--- src/rtl/if_id_pipe.sv ---
// IF/ID pipeline register: captures PC and instruction and pre-decodes rs/rt/immediates.
// Define IF_ID_SKID_EN to add a skid entry that keeps in_ready a registered output.
module if_id_pipe #(
  parameter int ADDR_W   = 32,
  parameter int INST_W   = 32,
  parameter int REG_W    = 5,
  parameter int SRC1_LSB = 21,
  parameter int SRC2_LSB = 16,
  parameter int IMM_W    = 16
) (
  input  logic              clk,
  input  logic              rst,
  input  logic              flush,
  input  logic              in_valid,
  output logic              in_ready,
  input  logic [ADDR_W-1:0] in_pc,
  input  logic [INST_W-1:0] in_inst,
  output logic              out_valid,
  input  logic              out_ready,
  output logic [ADDR_W-1:0] out_pc,
  output logic [INST_W-1:0] out_inst,
  output logic [REG_W-1:0]  out_rs,
  output logic [REG_W-1:0]  out_rt,
  output logic [INST_W-1:0] out_imm_sx,
  output logic [INST_W-1:0] out_imm_zx,
  output logic [1:0]        occupancy
);

  typedef struct packed {
    logic [ADDR_W-1:0] pc;
    logic [INST_W-1:0] inst;
    logic [REG_W-1:0]  rs;
    logic [REG_W-1:0]  rt;
    logic [INST_W-1:0] imm_sx;
    logic [INST_W-1:0] imm_zx;
  } entry_t;

  // Fields are extracted once at capture so ID sees them straight from flops.
  function automatic entry_t decode(input logic [ADDR_W-1:0] pc,
                                    input logic [INST_W-1:0] inst);
    entry_t e;
    e.pc     = pc;
    e.inst   = inst;
    e.rs     = inst[SRC1_LSB +: REG_W];
    e.rt     = inst[SRC2_LSB +: REG_W];
    e.imm_sx = {{(INST_W-IMM_W){inst[IMM_W-1]}}, inst[IMM_W-1:0]};
    e.imm_zx = {{(INST_W-IMM_W){1'b0}}, inst[IMM_W-1:0]};
    return e;
  endfunction

  entry_t main_q;
  logic   main_valid;
  entry_t in_entry;
  logic   in_xfer;
  logic   out_xfer;

  assign in_entry = decode(in_pc, in_inst);
  assign in_xfer  = in_valid && in_ready;
  assign out_xfer = main_valid && out_ready;

`ifdef IF_ID_SKID_EN
  entry_t skid_q;
  logic   skid_valid;
  logic   ready_q;

  // The skid only fills while main is held, so ready_q always equals !skid_valid
  // and an input transfer never coincides with a full skid.
  always_ff @(posedge clk) begin
    // NOTE: payload flops are cleared too because the ID outputs must read zero after rst/flush.
    if (rst || flush) begin
      main_valid <= 1'b0;
      main_q     <= '0;
      skid_valid <= 1'b0;
      skid_q     <= '0;
      ready_q    <= 1'b1;
    end else if (out_xfer) begin
      if (skid_valid) begin
        main_q     <= skid_q;
        skid_valid <= 1'b0;
      end else if (in_xfer) begin
        main_q     <= in_entry;
      end else begin
        main_valid <= 1'b0;
      end
      ready_q <= 1'b1;
    end else if (in_xfer) begin
      if (!main_valid) begin
        main_q     <= in_entry;
        main_valid <= 1'b1;
      end else begin
        skid_q     <= in_entry;
        skid_valid <= 1'b1;
        ready_q    <= 1'b0;
      end
    end
  end

  assign in_ready  = ready_q;
  assign occupancy = {1'b0, main_valid} + {1'b0, skid_valid};
`else
  always_ff @(posedge clk) begin
    if (rst || flush) begin
      main_valid <= 1'b0;
      main_q     <= '0;
    end else if (in_xfer) begin
      main_q     <= in_entry;
      main_valid <= 1'b1;
    end else if (out_xfer) begin
      main_valid <= 1'b0;
    end
  end

  assign in_ready  = out_ready || !main_valid;
  assign occupancy = {1'b0, main_valid};
`endif

  assign out_valid  = main_valid;
  assign out_pc     = main_q.pc;
  assign out_inst   = main_q.inst;
  assign out_rs     = main_q.rs;
  assign out_rt     = main_q.rt;
  assign out_imm_sx = main_q.imm_sx;
  assign out_imm_zx = main_q.imm_zx;

endmodule

--- config.mk ---
export PLATFORM = sky130hd
export DESIGN_NAME = if_id_pipe
export DESIGN_NICKNAME = d
export VERILOG_FILES = /design/src/rtl/if_id_pipe.sv
export SDC_FILE = /design/constraint.sdc
export NUM_CORES = 1
export LEC_CHECK = 0
export BUFFER_PORTS_ARGS = -buffer_cell sky130_fd_sc_hd__buf_2
export CAP_MARGIN = 30
export CORE_MARGIN = 10
export CORE_UTILIZATION = 40
export DETAILED_ROUTE_END_ITERATION = 12
export PLACE_DENSITY = 0.75
export RECOVER_POWER = 50
export REMOVE_ABC_BUFFERS = 1
export SYNTH_ARGS = -nofsm -noshare
export SYNTH_HDL_FRONTEND = slang
export SYNTH_SLANG_ARGS = --single-unit
--- constraint.sdc ---
create_clock -name clk -period 1.7 [get_ports clk]
set_clock_uncertainty 0.05 [all_clocks]
set_input_delay 0.17 -clock clk [delete_from_list [all_inputs] [get_ports clk]]
set_output_delay 0.17 -clock clk [all_outputs]
set_load 0.01 [all_outputs]
==> impl_metrics.xml, run 1 <==
<?xml version="1.0" encoding="UTF-8"?>
<metrics>
  <group name="timing">
    <metric name="maxSlewHeadroom" unit="">0.216</metric>
    <metric name="tightestPinTransition" unit="ns">1.18</metric>
    <metric name="slew_violations" unit="">0</metric>
    <metric name="post-route-min-period" unit="ns">1.48</metric>
    <metric name="final.period_utilization" unit="">0.872</metric>
    <metric name="setup_viol" unit="">0</metric>
    <metric name="max_freq" unit="MHz">674</metric>
    <metric name="worst_hold_slack" unit="ns">0.0243</metric>
    <metric name="rsz0062_at_grt" unit="">no</metric>
    <metric name="timing.final.hold_violations" unit="">0</metric>
    <metric name="timing.final.ws_setup" unit="ns">0.217</metric>
  </group>
  <group name="detailed_routing">
    <metric name="routed_wire_length_per_instance" unit="um">15.5</metric>
    <metric name="detailroute.via_count" unit="">2888</metric>
    <metric name="post-route-drc-count" unit="">0</metric>
    <metric name="postRouteWirelength" unit="mm">9.26</metric>
    <metric name="final_antenna_net_count" unit="">0</metric>
    <metric name="avgViaCountPerCell" unit="">4.84</metric>
    <metric name="drt_iter0_drc" unit="">137</metric>
    <metric name="drtPass1Iterations" unit="">4</metric>
  </group>
  <group name="logic_synthesis">
    <metric name="syn_inst" unit="">374</metric>
    <metric name="count_of_distinct_cell_types_in_the_synthesized_netlist" unit="">15</metric>
    <metric name="synth_top_cells_by_area" unit="">dfxtp_1, buf_4, o21ai_2, nand4_1, nand2_1</metric>
    <metric name="synth_area_per_cell" unit="um^2">8.88</metric>
    <metric name="post-synth-top-area-cell" unit="">dfxtp_1</metric>
    <metric name="synth_top_area_frac" unit="">0.392</metric>
    <metric name="synthesis.area" unit="mm^2">0.00332</metric>
    <metric name="seq_area_frac_synth" unit="">0.392</metric>
    <metric name="yosysWarningCount" unit="">0</metric>
    <metric name="ys_ff_latch" unit="">65</metric>
  </group>
  <group name="critical_path">
    <metric name="critical_path.startpoint_type" unit="">flip-flop</metric>
    <metric name="cp_data_required_time" unit="ns">1.48</metric>
    <metric name="crit_slowest_cell" unit="">dfxtp_1</metric>
    <metric name="timing.setup.critical_path_class" unit="">flip-flop to primary output</metric>
    <metric name="cp-end-kind" unit="">primary output</metric>
    <metric name="critical_path.max_stage_delay" unit="ns">0.34</metric>
    <metric name="critical_path.cell_chain" unit="">nand2b_4, buf_12, buf_2</metric>
    <metric name="critical_path.max_fanout" unit="">65</metric>
    <metric name="cp_data_arrival_time" unit="ns">1.26</metric>
  </group>
  <group name="floorplan">
    <metric name="core_area" unit="mm^2">0.00813</metric>
    <metric name="floorplan.die.height" unit="um">111</metric>
    <metric name="horizontal_die_dimension" unit="um">111</metric>
    <metric name="placement_rows" unit="">33</metric>
    <metric name="initial_utilization" unit="">0.408</metric>
    <metric name="io_pins" unit="">211</metric>
    <metric name="fp.dieArea" unit="mm^2">0.0123</metric>
  </group>
  <group name="placement">
    <metric name="place.detailed.hpwl" unit="mm">6.50</metric>
    <metric name="io_buffers" unit="">193</metric>
    <metric name="gpl.final_weighted_congestion" unit="">0.745</metric>
    <metric name="dp_slack" unit="ns">0.405</metric>
  </group>
  <group name="power">
    <metric name="cellLeakagePower" unit="uW">0.00157</metric>
    <metric name="maximum_vdd_drop" unit="mV">0.427</metric>
    <metric name="power-per-cell-area" unit="mW/mm^2">908</metric>
  </group>
  <group name="layout">
    <metric name="drive_gt1_frac" unit="">0.370</metric>
    <metric name="final-seq-area" unit="mm^2">0.00130</metric>
    <metric name="num-fill-cells" unit="">856</metric>
    <metric name="final_core_utilization" unit="">0.475</metric>
    <metric name="area.growth.synth_to_final" unit="%">16.4</metric>
    <metric name="multi_input_comb_area" unit="mm^2">0.00129</metric>
    <metric name="diodes" unit="">0</metric>
    <metric name="nets" unit="">556</metric>
  </group>
  <group name="global_routing">
    <metric name="grt_antenna_before_repair" unit="">0</metric>
    <metric name="global_route.overflow_total" unit="">0</metric>
    <metric name="grt_start_max_net_pins" unit="">130</metric>
    <metric name="grt_pass1_wl" unit="mm">14.6</metric>
    <metric name="layer_with_the_highest_usage" unit="">met2</metric>
    <metric name="met1_usage" unit="">0.160</metric>
    <metric name="met3_usage" unit="">0.0666</metric>
    <metric name="vias_in_the_first_global_route" unit="">2833</metric>
    <metric name="globalRouteTotalUtil" unit="">0.139</metric>
    <metric name="groute.layer.met2.usage" unit="">0.220</metric>
  </group>
  <group name="clock_network">
    <metric name="cts_hold_buf" unit="">0</metric>
    <metric name="cts_max_level" unit="">3</metric>
    <metric name="worstSkewPairLatency" unit="ns">0.33</metric>
    <metric name="cts_made_buffers" unit="">9</metric>
    <metric name="cts-root-to-sink-buffers" unit="">2</metric>
    <metric name="worst_setup_hold_path_clk_slew" unit="ns">0.08</metric>
    <metric name="cts_sinks" unit="">65</metric>
    <metric name="ctsResizeCount" unit="">0</metric>
    <metric name="clockRootBuffer" unit="">clkbuf_8</metric>
    <metric name="cts_tree" unit="">yes</metric>
    <metric name="post_cts_buffers" unit="">0</metric>
  </group>
  <group name="hold_path">
    <metric name="hold_class" unit="">input pin to flip-flop</metric>
  </group>
  <group name="run">
    <metric name="max_cap_viol_count" unit="">0</metric>
  </group>
  <group name="outcome">
    <metric name="result_of_the_run" unit="">finished, final reports clean</metric>
  </group>
</metrics>
==> worst paths after layout <==
kind,end,cells after the start,start,slack [ns]
max,in_ready,3,out_valid$_SDFFE_PP0P_,0.22
min,out_pc[16]$_SDFFE_PP0P_,3,in_pc[16],0.02
max reg2reg,out_pc[1]$_SDFFE_PP0P_,4,out_valid$_SDFFE_PP0P_,0.41
min reg2reg,out_inst[30]$_SDFFE_PP0P_,2,out_inst[30]$_SDFFE_PP0P_,0.40
==> power breakdown <==
part           switching, uW  internal, uW  total [uW]
combinational            293           158         452
sequential              36.4          1570        1610
clock                    621           825        1450
total                    950          2560        3510
==> cell type report <==
type                       instances  area share
clock inverter                     7      0.0246
sequential                        65       0.337
clock buffer                       9      0.0321
tap                              105      0.0340
timing repair buffer             197       0.237
inverter                           1    0.000972
multi-input combinational        213       0.334
==> kinds of logic after synthesis <==
logic type	count (synthesis)	share of synthesized area
compound gates	65	0.167
flops	65	0.392
other cells	1	0.00113
buf+inv	112	0.240
simple gates	131	0.200
==> per-layer routing <==
layer	up-vias	share of wire
met5	-	0
met4	0	0.010
met3	10	0.097
met2	137	0.46
met1	1305	0.43
li1	1436	-
==> stage by stage <==
| step | setup TNS [ns] | instance area [um^2] | power (uW) | std cells |
|---|---|---|---|---|
| 2_1_floorplan | -190.66 | 2590 | 1860 | 279 |
| 3_3_place_gp | 0 | 3770 | 2110 | 581 |
| 3_5_place_dp | 0 | 3770 | 2120 | 581 |
| 4_1_cts | 0 | 3990 | 3580 | 597 |
| 5_1_grt | 0 | 3860 | 3670 | 597 |
| 6_report | 0 | 3860 | 3510 | 597 |
==> cells in the final DEF (no fill, tap or decap) <==
cell | synthesis | routed
buf_2 | 22 | 99
clkbuf_1 | 4 | 94
dfxtp_1 | 65 | 65
nand2_1 | 64 | 64
nand4_1 | 64 | 64
o21ai_2 | 60 | 60
conb_1 | 1 | 17
clkbuf_8 | 0 | 9
o21ai_1 | 4 | 4
buf_12 | 0 | 3
bufinv_16 | 0 | 2
clkinv_2 | 0 | 2
clkinv_4 | 0 | 2
nand2b_4 | 1 | 1
and2_4 | 0 | 1
nor2_4 | 0 | 1
inv_1 | 1 | 1
a21boi_1 | 1 | 1
clkinvlp_4 | 0 | 1
buf_4 | 77 | 1
==> critical path, delay by kind of cell (launching register included) <==
kind | cells | cell delay [ns]
buffers and inverters | 2 | 0.45
DFF | 1 | 0.34
and+or+nand+nor | 1 | 0.10
==> Yosys cell counts, drive strengths merged <==
library cell / number
conb: 1
nand4: 64
o21ai: 64
clkbuf: 4
nand2b: 1
a21boi: 1
nor2: 1
inv: 1
and2: 1
dfxtp: 65
buf: 107
nand2: 64
==> flip-flops by register name, summed over array words and instances, names as in the netlist <==
| signal | flops |
|---|---|
| out_inst | 32 |
| out_valid | 1 |
| out_pc | 32 |
Power figures use the tool's default switching activity.
==> inputs of run 2 (changes only) <==
- CORE_UTILIZATION: 40 -> 39
- PLACE_DENSITY: 0.75 -> 0.76
- clock period: 1.7 -> 1.2 ns (I/O delays scaled with it)
==> run 2 against run 1 <==
  * Utilization is 9.3 points higher
  * Hold slack worse by 0.014 ns
  * Count of clock-buffer cells in the layout is 3 higher
  * Critical endpoint unchanged
  * First-iteration DRC count is 17% higher
  * Cell count is 13% higher
  * Critical path type unchanged
==> impl_metrics.xml, run 2 (synthesized netlist as in run 1, its figures left out) <==
<?xml version="1.0" encoding="UTF-8"?>
<metrics>
  <group name="outcome">
    <metric name="result_of_the_run" unit="">finished, final reports clean</metric>
  </group>
  <group name="clock_network">
    <metric name="worstSkewPairLatency" unit="ns">0.33</metric>
    <metric name="cts_sinks" unit="">65</metric>
    <metric name="cts_tree" unit="">yes</metric>
    <metric name="worst_setup_hold_path_clk_slew" unit="ns">0.07</metric>
    <metric name="cts_max_level" unit="">3</metric>
    <metric name="cts_made_buffers" unit="">9</metric>
    <metric name="cts-root-to-sink-buffers" unit="">2</metric>
    <metric name="clockRootBuffer" unit="">clkbuf_8</metric>
  </group>
  <group name="placement">
    <metric name="dp_slack" unit="ns">0.0756</metric>
    <metric name="placed_area" unit="mm^2">0.00385</metric>
    <metric name="io_buffers" unit="">193</metric>
    <metric name="gpl.final_weighted_congestion" unit="">0.746</metric>
    <metric name="place.detailed.hpwl" unit="mm">7.01</metric>
  </group>
  <group name="global_routing">
    <metric name="grt_start_max_net_pins" unit="">72</metric>
    <metric name="vias_in_the_first_global_route" unit="">3261</metric>
    <metric name="groute.layer.met2.usage" unit="">0.264</metric>
    <metric name="global_route.overflow_total" unit="">0</metric>
    <metric name="grt_antenna_before_repair" unit="">2</metric>
    <metric name="globalRouteTotalUtil" unit="">0.159</metric>
    <metric name="grt_pass1_wl" unit="mm">16.8</metric>
    <metric name="layer_with_the_highest_usage" unit="">met2</metric>
    <metric name="met1_usage" unit="">0.169</metric>
    <metric name="met3_usage" unit="">0.0804</metric>
  </group>
  <group name="critical_path">
    <metric name="critical_path.startpoint_type" unit="">flip-flop</metric>
    <metric name="critical_path.max_stage_delay" unit="ns">0.35</metric>
    <metric name="cp_num_buf_inv" unit="">2</metric>
    <metric name="critical_path.cell_chain" unit="">nand2b_4, buf_16, buf_6</metric>
    <metric name="family_of_cells_with_the_greatest_summed_delay_on_the_critical_path" unit="">flip-flops</metric>
    <metric name="cp_data_required_time" unit="ns">1.03</metric>
    <metric name="cp_data_arrival_time" unit="ns">1.02</metric>
    <metric name="critical_path.max_fanout" unit="">5</metric>
    <metric name="crit_slowest_cell" unit="">dfxtp_2</metric>
    <metric name="cp-end-kind" unit="">primary output</metric>
    <metric name="timing.setup.critical_path_class" unit="">flip-flop to primary output</metric>
  </group>
  <group name="layout">
    <metric name="multi_input_comb_area" unit="mm^2">0.00129</metric>
    <metric name="layout.cells.most_common" unit="">buf_2</metric>
    <metric name="postLayoutCellArea" unit="mm^2">0.00469</metric>
    <metric name="drive_gt1_frac" unit="">0.346</metric>
    <metric name="final-seq-area" unit="mm^2">0.00131</metric>
    <metric name="area.growth.synth_to_final" unit="%">41.4</metric>
    <metric name="nets" unit="">630</metric>
    <metric name="mostFrequentLayoutCells" unit="">buf_2, clkbuf_1, nand2_1, nand4_1, dfxtp_1</metric>
    <metric name="num-fill-cells" unit="">773</metric>
  </group>
  <group name="timing">
    <metric name="final.period_utilization" unit="">0.989</metric>
    <metric name="rsz0062_at_grt" unit="">yes</metric>
    <metric name="max_freq" unit="MHz">843</metric>
    <metric name="timing.final.hold_violations" unit="">0</metric>
    <metric name="setup_viol" unit="">0</metric>
    <metric name="timing.final.ws_setup" unit="ns">0.0135</metric>
    <metric name="slew_violations" unit="">0</metric>
    <metric name="post-route-min-period" unit="ns">1.19</metric>
  </group>
  <group name="detailed_routing">
    <metric name="drt_iter0_drc" unit="">160</metric>
    <metric name="detailroute.via_count" unit="">3241</metric>
    <metric name="routed_wire_length_per_instance" unit="um">16.2</metric>
    <metric name="final_antenna_net_count" unit="">0</metric>
    <metric name="avgViaCountPerCell" unit="">4.82</metric>
    <metric name="post-route-drc-count" unit="">0</metric>
    <metric name="postRouteWirelength" unit="mm">10.9</metric>
    <metric name="drtPass1Iterations" unit="">4</metric>
  </group>
  <group name="power">
    <metric name="power-per-cell-area" unit="mW/mm^2">1120</metric>
    <metric name="design_power_total" unit="uW">5270</metric>
    <metric name="maximum_vdd_drop" unit="mV">0.614</metric>
    <metric name="cellLeakagePower" unit="uW">0.00194</metric>
  </group>
  <group name="run">
    <metric name="max_cap_viol_count" unit="">0</metric>
  </group>
  <group name="floorplan">
    <metric name="initial_utilization" unit="">0.402</metric>
    <metric name="floorplan.die.height" unit="um">112</metric>
    <metric name="placement_rows" unit="">33</metric>
    <metric name="horizontal_die_dimension" unit="um">112</metric>
    <metric name="fp.dieArea" unit="mm^2">0.0126</metric>
    <metric name="io_pins" unit="">211</metric>
    <metric name="core_area" unit="mm^2">0.00826</metric>
  </group>
  <group name="hold_path">
    <metric name="hold_class" unit="">input pin to flip-flop</metric>
  </group>
</metrics>
-- run 2: tightest hold or removal path: stages --
cell and delay (ns):
buf_2 0.08, nand4_1 0.09, o21ai_2 0.07
-- run 2: final timing paths --
check / depth (start not counted) / slack, ns / end / from
max: 3 / 0.01 / in_ready / out_valid$_SDFFE_PP0P_
min: 3 / 0.01 / out_pc[27]$_SDFFE_PP0P_ / in_pc[27]
max reg2reg: 4 / 0.05 / out_pc[8]$_SDFFE_PP0P_ / out_valid$_SDFFE_PP0P_
min reg2reg: 2 / 0.40 / out_inst[30]$_SDFFE_PP0P_ / out_inst[30]$_SDFFE_PP0P_
-- run 2: layout make-up --
type,instances,share of cell area
clock inverter,4,0.0160
inverter,1,0.000800
antenna,2,0.00107
multi-input combinational,213,0.275
sequential,65,0.278
clock buffer,12,0.0331
timing repair buffer,271,0.368
tap,105,0.0280
-- run 2: what timing repair did --
action,CTS,global route
resized for setup,4,2
endpoints found under the hold margin,61,1
setup endpoints to repair,20,22
hold buffers,61,1
cloned,1,1
buffers inserted,0,3
-- run 2: metal layers --
layer / up-vias / wire length [um]
met2: 164 / 5380
li1: 1583 / -
met4: 0 / 203
met1: 1475 / 4220
met5: - / 0
met3: 19 / 1130
-- run 2: where the power goes --
group	internal, uW	switching (uW)	leakage (uW)	total, uW
Clock	1280	824	0.000109	2110
Combinational	407	470	0.00130	877
Sequential	2230	52.2	0.000531	2280
Total	3920	1350	0.00194	5270
-- run 2: stage by stage --
stage	util	setup TNS, ns	hold WS (ns)	std cells
global placement	0.466	0	0.310	588
detailed placement	0.466	0	0.314	588
floorplan	-	-228.46	0.198	279
global route	0.568	-0.0470	0.0116	673
finish	0.568	0	0.00994	673
CTS	0.574	-0.0960	0.00240	666
==> inputs of run 3 (changes only) <==
- CORE_ASPECT_RATIO: unset -> 1.2
==> run 3 against run 2 <==
  * The flow now finishes with violations (setup timing)
  * Sequential share of layout area about the same
  * Die area increased by 0.12%
  * Count of clock-buffer cells in the layout is 1 higher
  * Global-route usage grew 0.29 points
  * Non-clock buffer count up 5
  * Routed wire length is 3.1% higher
  * First-iteration DRC count is 4.4% lower
  * Hold slack improved by 0.24 ns
  * Sequential power about the same
  * Maximum frequency shrank 3.3%
  * Critical path depth is 2 higher
  * Critical path type is now input pin to flip-flop
==> impl_metrics.xml, run 3 (synthesized netlist as in run 1, its figures left out) <==
<?xml version="1.0" encoding="UTF-8"?>
<metrics>
  <group name="outcome">
    <metric name="result_of_the_run" unit="">finished with violations</metric>
    <metric name="violations" unit="">setup timing</metric>
  </group>
  <group name="layout">
    <metric name="mostFrequentLayoutCells" unit="">buf_2, clkbuf_1, dlygate4sd3_1</metric>
    <metric name="num-fill-cells" unit="">773</metric>
    <metric name="layout.cells.most_common" unit="">buf_2</metric>
    <metric name="nets" unit="">635</metric>
    <metric name="drive_gt1_frac" unit="">0.364</metric>
    <metric name="area.growth.synth_to_final" unit="%">41.5</metric>
  </group>
  <group name="critical_path">
    <metric name="family_of_cells_with_the_greatest_summed_delay_on_the_critical_path" unit="">buffers and inverters</metric>
    <metric name="crit_slowest_cell" unit="">dlygate4sd3_1</metric>
    <metric name="timing.setup.critical_path_class" unit="">input pin to flip-flop</metric>
    <metric name="critical_path.max_fanout" unit="">30</metric>
    <metric name="cp-end-kind" unit="">flip-flop</metric>
    <metric name="critical_path.startpoint_type" unit="">input pin</metric>
    <metric name="cp_data_required_time" unit="ns">1.41</metric>
    <metric name="cp_data_arrival_time" unit="ns">1.44</metric>
    <metric name="critical_path.max_stage_delay" unit="ns">0.55</metric>
    <metric name="critical_path.cell_chain" unit="">dlygate4sd3_1, buf_2, buf_4, nand4_1, o21ai_1</metric>
    <metric name="cp_num_buf_inv" unit="">3</metric>
  </group>
  <group name="timing">
    <metric name="timing.final.ws_setup" unit="ns">-0.0268</metric>
    <metric name="max_freq" unit="MHz">815</metric>
    <metric name="final.period_utilization" unit="">1.02</metric>
    <metric name="timing.final.hold_violations" unit="">0</metric>
    <metric name="finalSetupTns" unit="ns">-0.0268</metric>
    <metric name="setup_viol" unit="">1</metric>
    <metric name="slew_violations" unit="">0</metric>
    <metric name="post-route-min-period" unit="ns">1.23</metric>
    <metric name="rsz0062_at_grt" unit="">yes</metric>
  </group>
  <group name="floorplan">
    <metric name="placement_rows" unit="">36</metric>
    <metric name="core_area" unit="mm^2">0.00820</metric>
    <metric name="initial_utilization" unit="">0.405</metric>
    <metric name="floorplan.die.height" unit="um">121</metric>
    <metric name="horizontal_die_dimension" unit="um">104</metric>
    <metric name="fp.dieArea" unit="mm^2">0.0126</metric>
    <metric name="io_pins" unit="">211</metric>
  </group>
  <group name="detailed_routing">
    <metric name="post-route-drc-count" unit="">0</metric>
    <metric name="postRouteWirelength" unit="mm">11.3</metric>
    <metric name="avgViaCountPerCell" unit="">4.76</metric>
    <metric name="drt_iter0_drc" unit="">153</metric>
    <metric name="routed_wire_length_per_instance" unit="um">16.4</metric>
    <metric name="drtPass1Iterations" unit="">5</metric>
    <metric name="final_antenna_net_count" unit="">0</metric>
    <metric name="detailroute.via_count" unit="">3262</metric>
  </group>
  <group name="power">
    <metric name="design_power_total" unit="uW">4840</metric>
    <metric name="maximum_vdd_drop" unit="mV">0.774</metric>
    <metric name="cellLeakagePower" unit="uW">0.00198</metric>
    <metric name="power-per-cell-area" unit="mW/mm^2">1030</metric>
  </group>
  <group name="placement">
    <metric name="io_buffers" unit="">193</metric>
    <metric name="gpl.final_weighted_congestion" unit="">0.727</metric>
    <metric name="place.detailed.hpwl" unit="mm">7.23</metric>
  </group>
  <group name="clock_network">
    <metric name="worst_setup_hold_path_clk_slew" unit="ns">0.06</metric>
    <metric name="cts_made_buffers" unit="">9</metric>
    <metric name="worstSkewPairLatency" unit="ns">0.34</metric>
    <metric name="clockRootBuffer" unit="">clkbuf_8</metric>
    <metric name="cts_sinks" unit="">65</metric>
    <metric name="cts-root-to-sink-buffers" unit="">2</metric>
    <metric name="cts_max_level" unit="">3</metric>
    <metric name="cts_tree" unit="">yes</metric>
  </group>
  <group name="global_routing">
    <metric name="grt_start_max_net_pins" unit="">66</metric>
    <metric name="grt_antenna_before_repair" unit="">3</metric>
    <metric name="grt_pass1_wl" unit="mm">17.0</metric>
    <metric name="globalRouteTotalUtil" unit="">0.162</metric>
    <metric name="vias_in_the_first_global_route" unit="">3295</metric>
    <metric name="global_route.overflow_total" unit="">0</metric>
  </group>
  <group name="hold_path">
    <metric name="hold_class" unit="">input pin to flip-flop</metric>
  </group>
  <group name="run">
    <metric name="max_cap_viol_count" unit="">0</metric>
  </group>
</metrics>
==> run 3: changes by cell type in the layout (fill, tap and decap cells not counted), moves of 2 or more <==
cell / delta
bufinv_16: -2
clkbuf_16: +2
dlygate4sd3_1: +3
clkinvlp_4: -2
clkbuf_1: -12
buf_4: +2
buf_2: +12
==> run 3: area by class of cell <==
cell class,instances,area [um^2],share of cell area
Multi-Input combinational cell,213,1290,0.275
Timing Repair Buffer,276,1780,0.378
Tap cell,114,143,0.0304
Inverter,1,3.75,0.000799
Clock buffer,13,169,0.0360
Antenna cell,3,7.51,0.00160
Sequential cell,65,1310,0.278
==> run 3: worst min-delay path, delay by kind of cell <==
kind                   cells  cell delay (ns)
and+or+nand+nor            2             0.24
buffers and inverters      2             0.18
AOI/OAI and AO/OA          1             0.06
==> run 3: stage by stage <==
| stage | instances | util | worst slack [ns] | cell area [um^2] | hold WS [ns] |
|---|---|---|---|---|---|
| floorplan | 279 | - | -3.38 | 2590 | 0.198 |
| global placement | 595 | 0.466 | 0.0777 | 3820 | 0.305 |
| detailed placement | 595 | 0.466 | 0.0402 | 3820 | 0.319 |
| CTS | 673 | 0.569 | -0.0862 | 4660 | 0.238 |
| global route | 685 | 0.573 | -0.0296 | 4700 | 0.265 |
| finish | 685 | 0.573 | -0.0268 | 4700 | 0.249 |
==> run 3: power breakdown <==
part	internal (uW)	switching, uW	leakage [uW]
Clock	886	773	0.0000875
Sequential	2230	51.7	0.000531
Combinational	422	478	0.00136
Total	3540	1300	0.00198
==> run 3: worst paths after layout <==
path	from	end	slack, ns	depth (start not counted)
hold reg to reg	out_inst[28]$_SDFFE_PP0P_	out_inst[28]$_SDFFE_PP0P_	0.41	2
hold / removal	out_ready	out_pc[27]$_SDFFE_PP0P_	0.25	5
setup / recovery	in_valid	out_pc[5]$_SDFFE_PP0P_	-0.03	5
setup reg to reg	out_valid$_SDFFE_PP0P_	out_pc[5]$_SDFFE_PP0P_	0.02	4
==> run 3: what timing repair did <==
item	in CTS	in global routing
setup buffers	0	6
endpoints found under the hold margin	65	0
cloned	0	3
resized for setup	6	2
hold buffers	65	0
setup endpoints to repair	20	31
==> run 3: per-layer routing <==
metal | vias to the layer above | part of all wire | global-route usage
met2 | 163 | 0.51 | 0.286
li1 | 1597 | - | -
met5 | - | 0 | 0
met3 | 22 | 0.076 | 0.0659
met4 | 0 | 0.023 | 0.0723
met1 | 1480 | 0.39 | 0.167
